$ cat config.mk
export PLATFORM = sky130hd
export DESIGN_NAME = dm_cache_ctrl_param
export DESIGN_NICKNAME = d
export VERILOG_FILES = /design/src/rtl/dm_cache_ctrl_param.sv
export SDC_FILE = /design/constraint.sdc
export NUM_CORES = 1
export LEC_CHECK = 0
export CORE_UTILIZATION = 40
export DETAILED_ROUTE_END_ITERATION = 10
export GPL_TIMING_DRIVEN = 0
export SLEW_MARGIN = 20
export SYNTH_ARGS = -nofsm -noshare
export SYNTH_HDL_FRONTEND = slang
export SYNTH_SLANG_ARGS = --single-unit
$ cat constraint.sdc
create_clock -name clk -period 8.1 [get_ports clk]
set_input_delay 2.025 -clock clk [delete_from_list [all_inputs] [get_ports clk]]
set_output_delay 2.025 -clock clk [all_outputs]
set_load 0.005 [all_outputs]
$ cat src/rtl/dm_cache_ctrl_param.sv
// Parametrised direct-mapped, write-back, write-allocate cache controller.
// Sits between a CPU load/store port and a burst memory controller.
// Refill and write-back move one line as BEATS memory beats of MEM_W bits.
// A level-sensitive flush request writes back every dirty line and then
// pulses flush_done.
//
// Handshakes:
//   cpu side: the request is held (valid plus stable fields) until cpu_ready.
//     cpu_ready is a single-cycle completion pulse.
//   mem side: mem_valid stays high for the whole burst.
//     A beat completes on every cycle with mem_ready=1.
//     While mem_ready=0, address and data hold steady.
module dm_cache_ctrl_param #(
  parameter int ADDR_W         = 16,
  parameter int WORD_W         = 16,
  parameter int WORDS_PER_LINE = 4,
  parameter int LINES          = 8,
  parameter int MEM_W          = 32
) (
  input  logic              clk,
  input  logic              rst,
  input  logic              cpu_valid,
  input  logic              cpu_rw,
  input  logic [ADDR_W-1:0] cpu_addr,
  input  logic [WORD_W-1:0] cpu_wdata,
  output logic              cpu_ready,
  output logic [WORD_W-1:0] cpu_rdata,
  input  logic              flush_req,
  output logic              flush_done,
  output logic              mem_valid,
  output logic              mem_rw,
  output logic [ADDR_W-1:0] mem_addr,
  output logic [MEM_W-1:0]  mem_wdata,
  input  logic              mem_ready,
  input  logic [MEM_W-1:0]  mem_rdata
);

  localparam int OFF_W  = $clog2(WORDS_PER_LINE);
  localparam int IDX_W  = $clog2(LINES);
  localparam int TAG_W  = ADDR_W - IDX_W - OFF_W;
  localparam int LINE_W = WORDS_PER_LINE * WORD_W;
  localparam int BEATS  = LINE_W / MEM_W;
  localparam int WPB    = MEM_W / WORD_W;
  localparam int BEAT_W = (BEATS > 1) ? $clog2(BEATS) : 1;

  typedef enum logic [2:0] {
    IDLE       = 3'd0,
    COMPARE    = 3'd1,
    WRITE_BACK = 3'd2,
    ALLOCATE   = 3'd3,
    FLUSH      = 3'd4
  } state_t;

  // state is the observable FSM state for debug and checker binding
  state_t state, state_next;

  logic [LINE_W-1:0] data_mem [LINES];
  logic [TAG_W-1:0]  tag_mem  [LINES];
  logic [LINES-1:0]  valid_bits;
  logic [LINES-1:0]  dirty_bits;
  logic [BEAT_W-1:0] beat;
  logic [IDX_W-1:0]  scan;
  logic              flushing;   // current write-back belongs to a flush

  logic [TAG_W-1:0]  cpu_tag;
  logic [IDX_W-1:0]  cpu_idx;
  logic [OFF_W-1:0]  cpu_off;
  logic [IDX_W-1:0]  line_idx;
  logic [LINE_W-1:0] cur_line;
  logic [TAG_W-1:0]  tag_sel;
  logic [OFF_W-1:0]  beat_off;
  logic [MEM_W-1:0]  beat_data;
  logic [WORD_W-1:0] cur_word;
  logic              hit;
  logic              scan_dirty;
  logic              scan_last;
  logic              last_beat;

  assign cpu_tag    = cpu_addr[ADDR_W-1 -: TAG_W];
  assign cpu_idx    = cpu_addr[OFF_W +: IDX_W];
  assign cpu_off    = cpu_addr[OFF_W-1:0];
  // A flush write-back works on the scanned line, everything else on the CPU line
  assign line_idx   = flushing ? scan : cpu_idx;
  assign cur_line   = data_mem[line_idx];
  assign hit        = valid_bits[cpu_idx] && (tag_mem[cpu_idx] == cpu_tag);
  assign scan_dirty = valid_bits[scan] && dirty_bits[scan];
  assign scan_last  = (scan == IDX_W'(LINES - 1));
  assign last_beat  = (beat == BEAT_W'(BEATS - 1));
  // Word offset of the current beat inside the line (beat * WPB)
  assign beat_off   = OFF_W'(int'(beat) * WPB);
  // Write-back targets the line's old tag, refill the requested tag
  assign tag_sel    = (state == WRITE_BACK) ? tag_mem[line_idx] : cpu_tag;

  // Select the MEM_W slice of the line addressed by the beat counter
  always_comb begin
    beat_data = '0;
    for (int b = 0; b < BEATS; b++) begin
      if (beat == BEAT_W'(b)) beat_data = cur_line[b*MEM_W +: MEM_W];
    end
  end

  // Select the requested CPU word from the line
  always_comb begin
    cur_word = '0;
    for (int w = 0; w < WORDS_PER_LINE; w++) begin
      if (cpu_off == OFF_W'(w)) cur_word = cur_line[w*WORD_W +: WORD_W];
    end
  end

  // FSM state register
  always_ff @(posedge clk) begin
    if (rst) state <= IDLE;
    else     state <= state_next;
  end

  // FSM next-state logic
  always_comb begin
    state_next = state;
    case (state)
      IDLE: begin
        if (flush_req)      state_next = FLUSH;
        else if (cpu_valid) state_next = COMPARE;
      end
      COMPARE: begin
        if (hit)                                        state_next = IDLE;
        else if (valid_bits[cpu_idx] && dirty_bits[cpu_idx]) state_next = WRITE_BACK;
        else                                            state_next = ALLOCATE;
      end
      WRITE_BACK: begin
        if (mem_ready && last_beat) state_next = flushing ? FLUSH : ALLOCATE;
      end
      ALLOCATE: begin
        if (mem_ready && last_beat) state_next = COMPARE;
      end
      FLUSH: begin
        if (scan_dirty)     state_next = WRITE_BACK;
        else if (scan_last) state_next = IDLE;
      end
      default: state_next = IDLE;
    endcase
  end

  // FSM outputs; everything idles at zero outside the states that drive it
  always_comb begin
    cpu_ready  = 1'b0;
    cpu_rdata  = '0;
    flush_done = 1'b0;
    mem_valid  = 1'b0;
    mem_rw     = 1'b0;
    mem_addr   = '0;
    mem_wdata  = '0;
    case (state)
      COMPARE: begin
        cpu_ready = hit;
        if (hit && !cpu_rw) cpu_rdata = cur_word;
      end
      WRITE_BACK: begin
        mem_valid = 1'b1;
        mem_rw    = 1'b1;
        mem_addr  = {tag_sel, line_idx, beat_off};
        mem_wdata = beat_data;
      end
      ALLOCATE: begin
        mem_valid = 1'b1;
        mem_addr  = {tag_sel, line_idx, beat_off};
      end
      FLUSH: begin
        flush_done = !scan_dirty && scan_last;
      end
      default: ;
    endcase
  end

  // Line metadata, beat counter and flush scan pointer
  always_ff @(posedge clk) begin
    if (rst) begin
      valid_bits <= '0;
      dirty_bits <= '0;
      beat       <= '0;
      scan       <= '0;
      flushing   <= 1'b0;
    end else begin
      case (state)
        IDLE: begin
          flushing <= flush_req;
          if (flush_req) scan <= '0;
        end
        COMPARE: begin
          if (hit && cpu_rw) dirty_bits[cpu_idx] <= 1'b1;
          if (!hit)          beat <= '0;
        end
        WRITE_BACK: begin
          if (mem_ready) begin
            if (last_beat) begin
              beat <= '0;
              if (flushing) dirty_bits[line_idx] <= 1'b0;
            end else begin
              beat <= beat + BEAT_W'(1);
            end
          end
        end
        ALLOCATE: begin
          if (mem_ready) begin
            if (last_beat) begin
              beat                <= '0;
              valid_bits[cpu_idx] <= 1'b1;
              dirty_bits[cpu_idx] <= 1'b0;
            end else begin
              beat <= beat + BEAT_W'(1);
            end
          end
        end
        FLUSH: begin
          if (scan_dirty) begin
            beat <= '0;
          end else if (scan_last) begin
            flushing <= 1'b0;
          end else begin
            scan <= scan + IDX_W'(1);
          end
        end
        default: ;
      endcase
    end
  end

  // Line storage: CPU write hits and refill beats; contents are not reset
  always_ff @(posedge clk) begin
    if (!rst) begin
      if (state == COMPARE && hit && cpu_rw) begin
        for (int w = 0; w < WORDS_PER_LINE; w++) begin
          if (cpu_off == OFF_W'(w)) data_mem[cpu_idx][w*WORD_W +: WORD_W] <= cpu_wdata;
        end
      end
      if (state == ALLOCATE && mem_ready) begin
        for (int b = 0; b < BEATS; b++) begin
          if (beat == BEAT_W'(b)) data_mem[cpu_idx][b*MEM_W +: MEM_W] <= mem_rdata;
        end
        if (last_beat) tag_mem[cpu_idx] <= cpu_tag;
      end
    end
  end

endmodule

==> qor.yml, run 1 <==
status: "completed"
crit_start: "cpu_addr[3]"
pre_cts_slack_ns: -0.308
critPathKind: "in -> out"
worstReg2RegStart: "tag_mem[7][9]$_DFFE_PP_"
p_leak_nw: 10.9
fin_ws_ns: 0.0435
cts_hold_buf: 0
drv_cap: 0
syn_area_per_cell_um2: 12.3
instances_no_fill: 3357
finalCritPeriodShare_pct: 99.5
drc: 0
clkTransAtPathRegs_ns: 0.06
worstPathCellList: "buf_2 > buf_2 > buf_4 > mux2i_1 > clkbuf_2 > clkbuf_1 > a311oi_1 > a31oi_1 > mux4_2 > nor2_1 > clkdlybuf4s50_1"
fillers: 5906
path_buf_inv: 6
slowest_stage: "clkbuf_1"
ys_types: 51
grt_max_degree: 17
port_buffers: 131
synth_top_area_share_pct: 66.2
drtIter0Drc: 2487
critPathTopFamily: "buffers and inverters"
via_count: 20000
grt_use_total_pct: 26.9
clock_latency_ns: 0.63
cts_sinks: 624
setup_viol: 0
fin_area_um2: 32400
hold_path.class: "reg -> reg"
clockRootBuffer: "clkbuf_16"
timing.hold.ws_ns: 0.495
rows: 95
clockBufferDepth: 3
layout-drive-gt1-share_pct: 11.4
start_util_pct: 40.4
antenna_found_initial: 1
ys_async_sr_fraction_pct: 0
cts_tree: "done"
avgViaCountPerCell: 5.96
grt_pass1_wl_mm: 133
firstDrtPassIters: 6
placed_area_um2: 30100
power_density_nw_per_um2: 268
min_period_ns: 8.06
required_ns: 6.08
critPathMostFrequentCell: "buf_2"
final_common_cell: "nand2_1"
finalHoldViolCount: 0
fin_skew_ns: 0.0352
grt_pass1_vias: 19100
detail-route-antenna-nets: 0
clock.fmax_mhz: 124
arrival_ns: 6.03
synth_nets: 2282
hpwlAfterDp_mm: 66.0
fin_nets: 2501
die_y_um: 263
dieArea_um2: 69100
cts_buffers: 69
yosys_warnings: 0
slew_viol_final: 0
synth_area_leaders: "edfxtp_1 66%, nand2_1 9.6%, mux4_2 4.4%"
dp.cells: 3227
slowest_delay_ns: 0.80
peakVddDrop_mv: 0.162
synthCells: 2210
syn2layout_area_growth_pct: 19.2
ys.flop_type: "edfxtp_1"
syn_area_um2: 27200
grt.overflow.total: 0
rsz0062_at_grt: "no"
drt-wirelength-per-cell_um: 27.9
gp_congestion: 1.05
tightest_slew_ns: 1.07
die_x_um: 263
coreArea_um2: 67300
fin_util_pct: 48.2
ys_seq_area_share_pct: 68.0
synth-edff-count: 600
startpoint_type: "input port"
synth_top_area_cell: "edfxtp_1"
worstSetupEndpointType: "primary output"
mostFrequentLayoutCells: "697 x nand2_1, 600 x edfxtp_1, 133 x nand3_1, 131 x clkdlybuf4s50_1, 118 x clkbuf_1"
critical_path.max_fanout: 10
max-slew-margin-rel_pct: 28.4
wl_mm: 93.8
holdCritStartpoint: "dirty_bits[7]$_SDFFE_PP0P_"
cts.htree.levels: 3
num_io_pins: 138
ys_ff_latch: 624
## power by group
part | switching (mW) | internal, mW
combinational | 1.44 | 0.636
clock | 1.28 | 1.77
sequential | 0.00678 | 3.56
total | 2.73 | 5.97
## layer usage
metal	track usage, %	routed length (um)	vias to the layer above
met3	8.43	11500	239
li1	-	-	8606
met2	40.8	41500	1238
met4	13.7	5010	0
met1	34.7	35700	9908
met5	0	0	-
## Yosys cell counts (all sizes together) (2+ instances only)
cell / number
and3: 67
o22ai: 44
nand2b: 7
a2111oi: 4
o21ai: 9
a31oi: 65
ha: 2
a221oi: 3
mux2: 12
buf: 40
mux2i: 30
or3: 3
nor2: 65
nor2b: 8
a22oi: 6
and2: 4
nand3b: 2
nand4: 5
xnor2: 2
o31ai: 6
nand2: 697
inv: 20
clkbuf: 124
nor3: 8
a311oi: 63
dfxtp: 24
mux4: 53
a32oi: 7
xor2: 8
a21oi: 68
and3b: 2
nor4: 3
edfxtp: 600
nand3: 133
nor3b: 5
## final cells by class
class                           instances  area [um2]  share of cell area, %
Timing Repair Buffer                  149        1550                   4.78
Multi-Input combinational cell       1402        8370                   25.8
Clock inverter                         33         300                  0.926
Clock buffer                           92        1860                   5.72
Antenna cell                            1        2.50                0.00771
Inverter                               20        75.1                  0.231
Buffer                                163         693                   2.14
Sequential cell                       624       18500                   57.0
Tap cell                              873        1090                   3.37
## registers in the layout (all words and copies together) (netlist names)
| register | cells |
|---|---|
| tag_mem | 88 |
| data_mem | 512 |
| valid_bits | 8 |
| scan | 3 |
| dirty_bits | 8 |
| beat | 1 |
| flushing | 1 |
| state | 3 |
## stage by stage
step | TNS [ns] | power [mW]
after floorplan | 0 | 4.69
after global placement | -3.26 | 5.60
after detailed placement | -3.55 | 5.62
after CTS | 0 | 8.64
after global routing | 0 | 8.91
final | 0 | 8.70
## worst reg2reg max path: stages, from the launching register on
cell	delay, ns
edfxtp_1	0.39
mux2_2	0.29
o22ai_1	0.15
a221oi_1	0.08
xor2_1	0.21
nor4_4	0.71
nand4_1	0.97
a21oi_4	1.04
## final timing paths
path                           endpoint  depth (start not counted)  slack (ns)
max                        cpu_rdata[1]                         11        0.04
min          dirty_bits[7]$_SDFFE_PP0P_                          2        0.50
max reg2reg   data_mem[0][14]$_DFFE_PP_                          7        3.86
min reg2reg  dirty_bits[7]$_SDFFE_PP0P_                          2        0.50
## timing repair
action,4_1_cts,5_1_grt
pin swaps,0,1
setup endpoints to repair,22,19
resized for setup,25,29
buffers inserted,0,5
## cells by family after synthesis
kind of cell               after synthesis  synth area share [%]
DFF                                    624                  68.0
other                                    1                0.0138
muxes                                   95                  5.99
and+or+nand+nor                       1011                  15.8
adders and majority gates                2                0.0920
xor gates and xnor gates                10                 0.322
AOI/OAI and AO/OA                      283                  7.09
buffers and inverters                  184                  2.68
Note: power is estimated with default switching activity, not from simulation.
==> inputs of run 2 (changes only) <==
--- a/config.mk
+++ b/config.mk
@@ -8,6 +8,7 @@
 export CORE_UTILIZATION = 40
 export DETAILED_ROUTE_END_ITERATION = 10
 export GPL_TIMING_DRIVEN = 0
+export REMOVE_ABC_BUFFERS = 1
 export SLEW_MARGIN = 20
 export SYNTH_ARGS = -nofsm -noshare
 export SYNTH_HDL_FRONTEND = slang
==> run 2 against run 1 <==
Clock skew shrank 0.0016 ns. Sequential power hardly changed. Global-route usage fell by 4.5 points. Maximum frequency rose by 2.4%. Clock-buffer cell count fell by 9. Power fell by 2.3%. Final area grew 1.8%. Via count is 5.9% lower. Sequential share of layout area fell by 1.0 points. Critical path type unchanged.
==> qor.yml, run 2 (synthesis gave the netlist of run 1 again) <==
detail-route-antenna-nets: 0  # unchanged
fillers: 5691  # was 5906
drv_cap: 0  # unchanged
critPathMostFrequentCell: "buf_16"  # was buf_2
hpwlAfterDp_mm: 51.0  # was 66.0 mm
regArea_um2: 18500  # about the same
instances_no_fill: 3237  # was 3357
setup_viol: 0  # unchanged
start_util_pct: 40.4  # unchanged
grt_max_degree: 114  # was 17
arrival_ns: 5.84  # was 6.03 ns
peakVddDrop_mv: 0.185  # was 0.162 mV
cts.htree.levels: 3  # unchanged
dieArea_um2: 69100  # unchanged
worstSetupEndpointType: "primary output"  # unchanged
timing.hold.ws_ns: 0.498  # was 0.495 ns
rows: 95  # unchanged
max-slew-margin-rel_pct: 30.4  # was 28.4%
drt-wirelength-per-cell_um: 24.4  # was 27.9 um
layout-drive-gt1-share_pct: 12.2  # was 11.4%
grt.overflow.total: 0  # unchanged
dp.cells: 3112  # was 3227
port_buffers: 136  # was 131
slowest_delay_ns: 0.58  # was 0.80 ns
finalHoldViolCount: 0  # unchanged
startpoint_type: "input port"  # unchanged
mostFrequentLayoutCells: "696 x nand2_1, 600 x edfxtp_1, 133 x nand3_1, 130 x clkdlybuf4s50_1, 71 x clkbuf_16"  # was 697 x nand2_1, 600 x edfxtp_1, 133 x nand3_1, 131 x clkdlybuf4s50_1, 118 x clkbuf_1
worstPathCellList: "buf_2 > buf_12 > mux2_8 > buf_16 > buf_16 > nand2_1 > and3_1 > a311oi_1 > a31oi_1 > mux4_2 > nor2_1 > clkdlybuf4s50_1"  # was buf_2 > buf_2 > buf_4 > mux2i_1 > clkbuf_2 > clkbuf_1 > a311oi_1 > a31oi_1 > mux4_2 > nor2_1 > clkdlybuf4s50_1
via_count: 18800  # was 20000
gp_congestion: 0.836  # was 1.05
drc: 0  # unchanged
pre_cts_slack_ns: -0.114  # was -0.308 ns
setup-tns-final_ns: 0  # unchanged
power_density_nw_per_um2: 257  # was 268 nW/um2
fin_total_pwr_mw: 8.51  # was 8.70 mW
critPathKind: "in -> out"  # unchanged
grt_use_total_pct: 22.4  # was 26.9%
hold_path.class: "reg -> reg"  # unchanged
clockRootBuffer: "clkbuf_16"  # unchanged
final_common_cell: "nand2_1"  # unchanged
cts_hold_buf: 0  # unchanged
diodes: 0  # was 1
antenna_found_initial: 1  # unchanged
rsz0062_at_grt: "no"  # unchanged
min_period_ns: 7.87  # was 8.06 ns
num_io_pins: 138  # unchanged
drtIter0Drc: 1897  # was 2487
avgViaCountPerCell: 5.81  # was 5.96
wl_mm: 78.8  # was 93.8 mm
largest_register: "data_mem"  # unchanged
slowest_stage: "clkdlybuf4s50_1"  # was clkbuf_1
fin_ws_ns: 0.234  # was 0.0435 ns
largest_register_ff_count: 512  # unchanged
clockBufferDepth: 3  # unchanged
status: "completed"  # unchanged
firstDrtPassIters: 5  # was 6
grt_pass1_vias: 18200  # was 19100
cts_buffers: 67  # was 69
cts_tree: "done"  # unchanged
grt_pass1_wl_mm: 115  # was 133 mm
slew_viol_final: 0  # unchanged
clock_latency_ns: 0.61  # was 0.63 ns
multi_input_area_um2: 8470  # was 8370 um2
clkTransAtPathRegs_ns: 0.05  # was 0.06 ns
holdPathStages: 2  # unchanged
syn2layout_area_growth_pct: 21.4  # was 19.2%
clock.fmax_mhz: 127  # was 124 MHz
die_y_um: 263  # unchanged
fin_skew_ns: 0.0336  # was 0.0352 ns
critical_path.max_fanout: 57  # was 10
reg_top3: "data_mem x512, tag_mem x88"  # unchanged
p_leak_nw: 11.2  # was 10.9 nW
finalCritPeriodShare_pct: 97.1  # was 99.5%
required_ns: 6.08  # about the same
fin_nets: 2386  # was 2501
tightest_slew_ns: 1.04  # was 1.07 ns
cts_sinks: 624  # unchanged
coreArea_um2: 67300  # unchanged
ff2ff_path_depth: 9  # was 7
die_x_um: 263  # unchanged
==> run 2: final timing paths <==
kind | start | slack [ns] | to
hold reg to reg | valid_bits[3]$_SDFFE_PP0P_ | 0.50 | valid_bits[3]$_SDFFE_PP0P_
setup / recovery | cpu_addr[2] | 0.23 | cpu_rdata[9]
hold / removal | valid_bits[3]$_SDFFE_PP0P_ | 0.50 | valid_bits[3]$_SDFFE_PP0P_
setup reg to reg | tag_mem[2][5]$_DFFE_PP_ | 3.90 | data_mem[7][5]$_DFFE_PP_
==> run 2: routing by layer <==
| metal | up-vias | wire length, um | track usage [%] |
|---|---|---|---|
| met5 | - | 10 | 0 |
| met3 | 157 | 7230 | 5.87 |
| met2 | 809 | 37300 | 36.3 |
| met4 | 2 | 2490 | 7.49 |
| li1 | 8395 | - | - |
| met1 | 9453 | 31800 | 29.3 |
==> run 2: per-stage QoR <==
stage / utilization (%) / area, um2
after floorplan: - / 26500
after global placement: 43.1 / 29000
after detailed placement: 45.8 / 30800
after CTS: 49.0 / 32900
after global routing: 49.1 / 33000
final: 49.1 / 33000
==> run 2: critical path: cells and delay by family <==
family | cells | cell delay (ns)
muxes | 2 | 0.99
AOI/OAI and AO/OA | 2 | 0.42
and+or+nand+nor | 3 | 0.55
buffers and inverters | 5 | 1.72
==> run 2: power breakdown <==
| part | switching [mW] | total [mW] | internal, mW |
|---|---|---|---|
| clock | 1.25 | 2.98 | 1.73 |
| sequential | 0.0395 | 3.60 | 3.56 |
| combinational | 1.16 | 1.93 | 0.770 |
==> run 2: repair_timing <==
item | CTS | global route
resized for setup | 1 | 1
setup buffers | 0 | 4
pin swaps | 0 | 1
setup endpoints to repair | 3 | 8
gates cloned | 0 | 2
hold endpoints to repair | 0 | 0
==> run 2: area by class of cell <==
type	instances	area share, %
clock inverters	36	1.03
flip-flops and latches	624	56.0
repair buffers	199	8.39
inverters	20	0.227
well taps	873	3.31
clock buffers	83	5.39
multi-input cells	1402	25.7
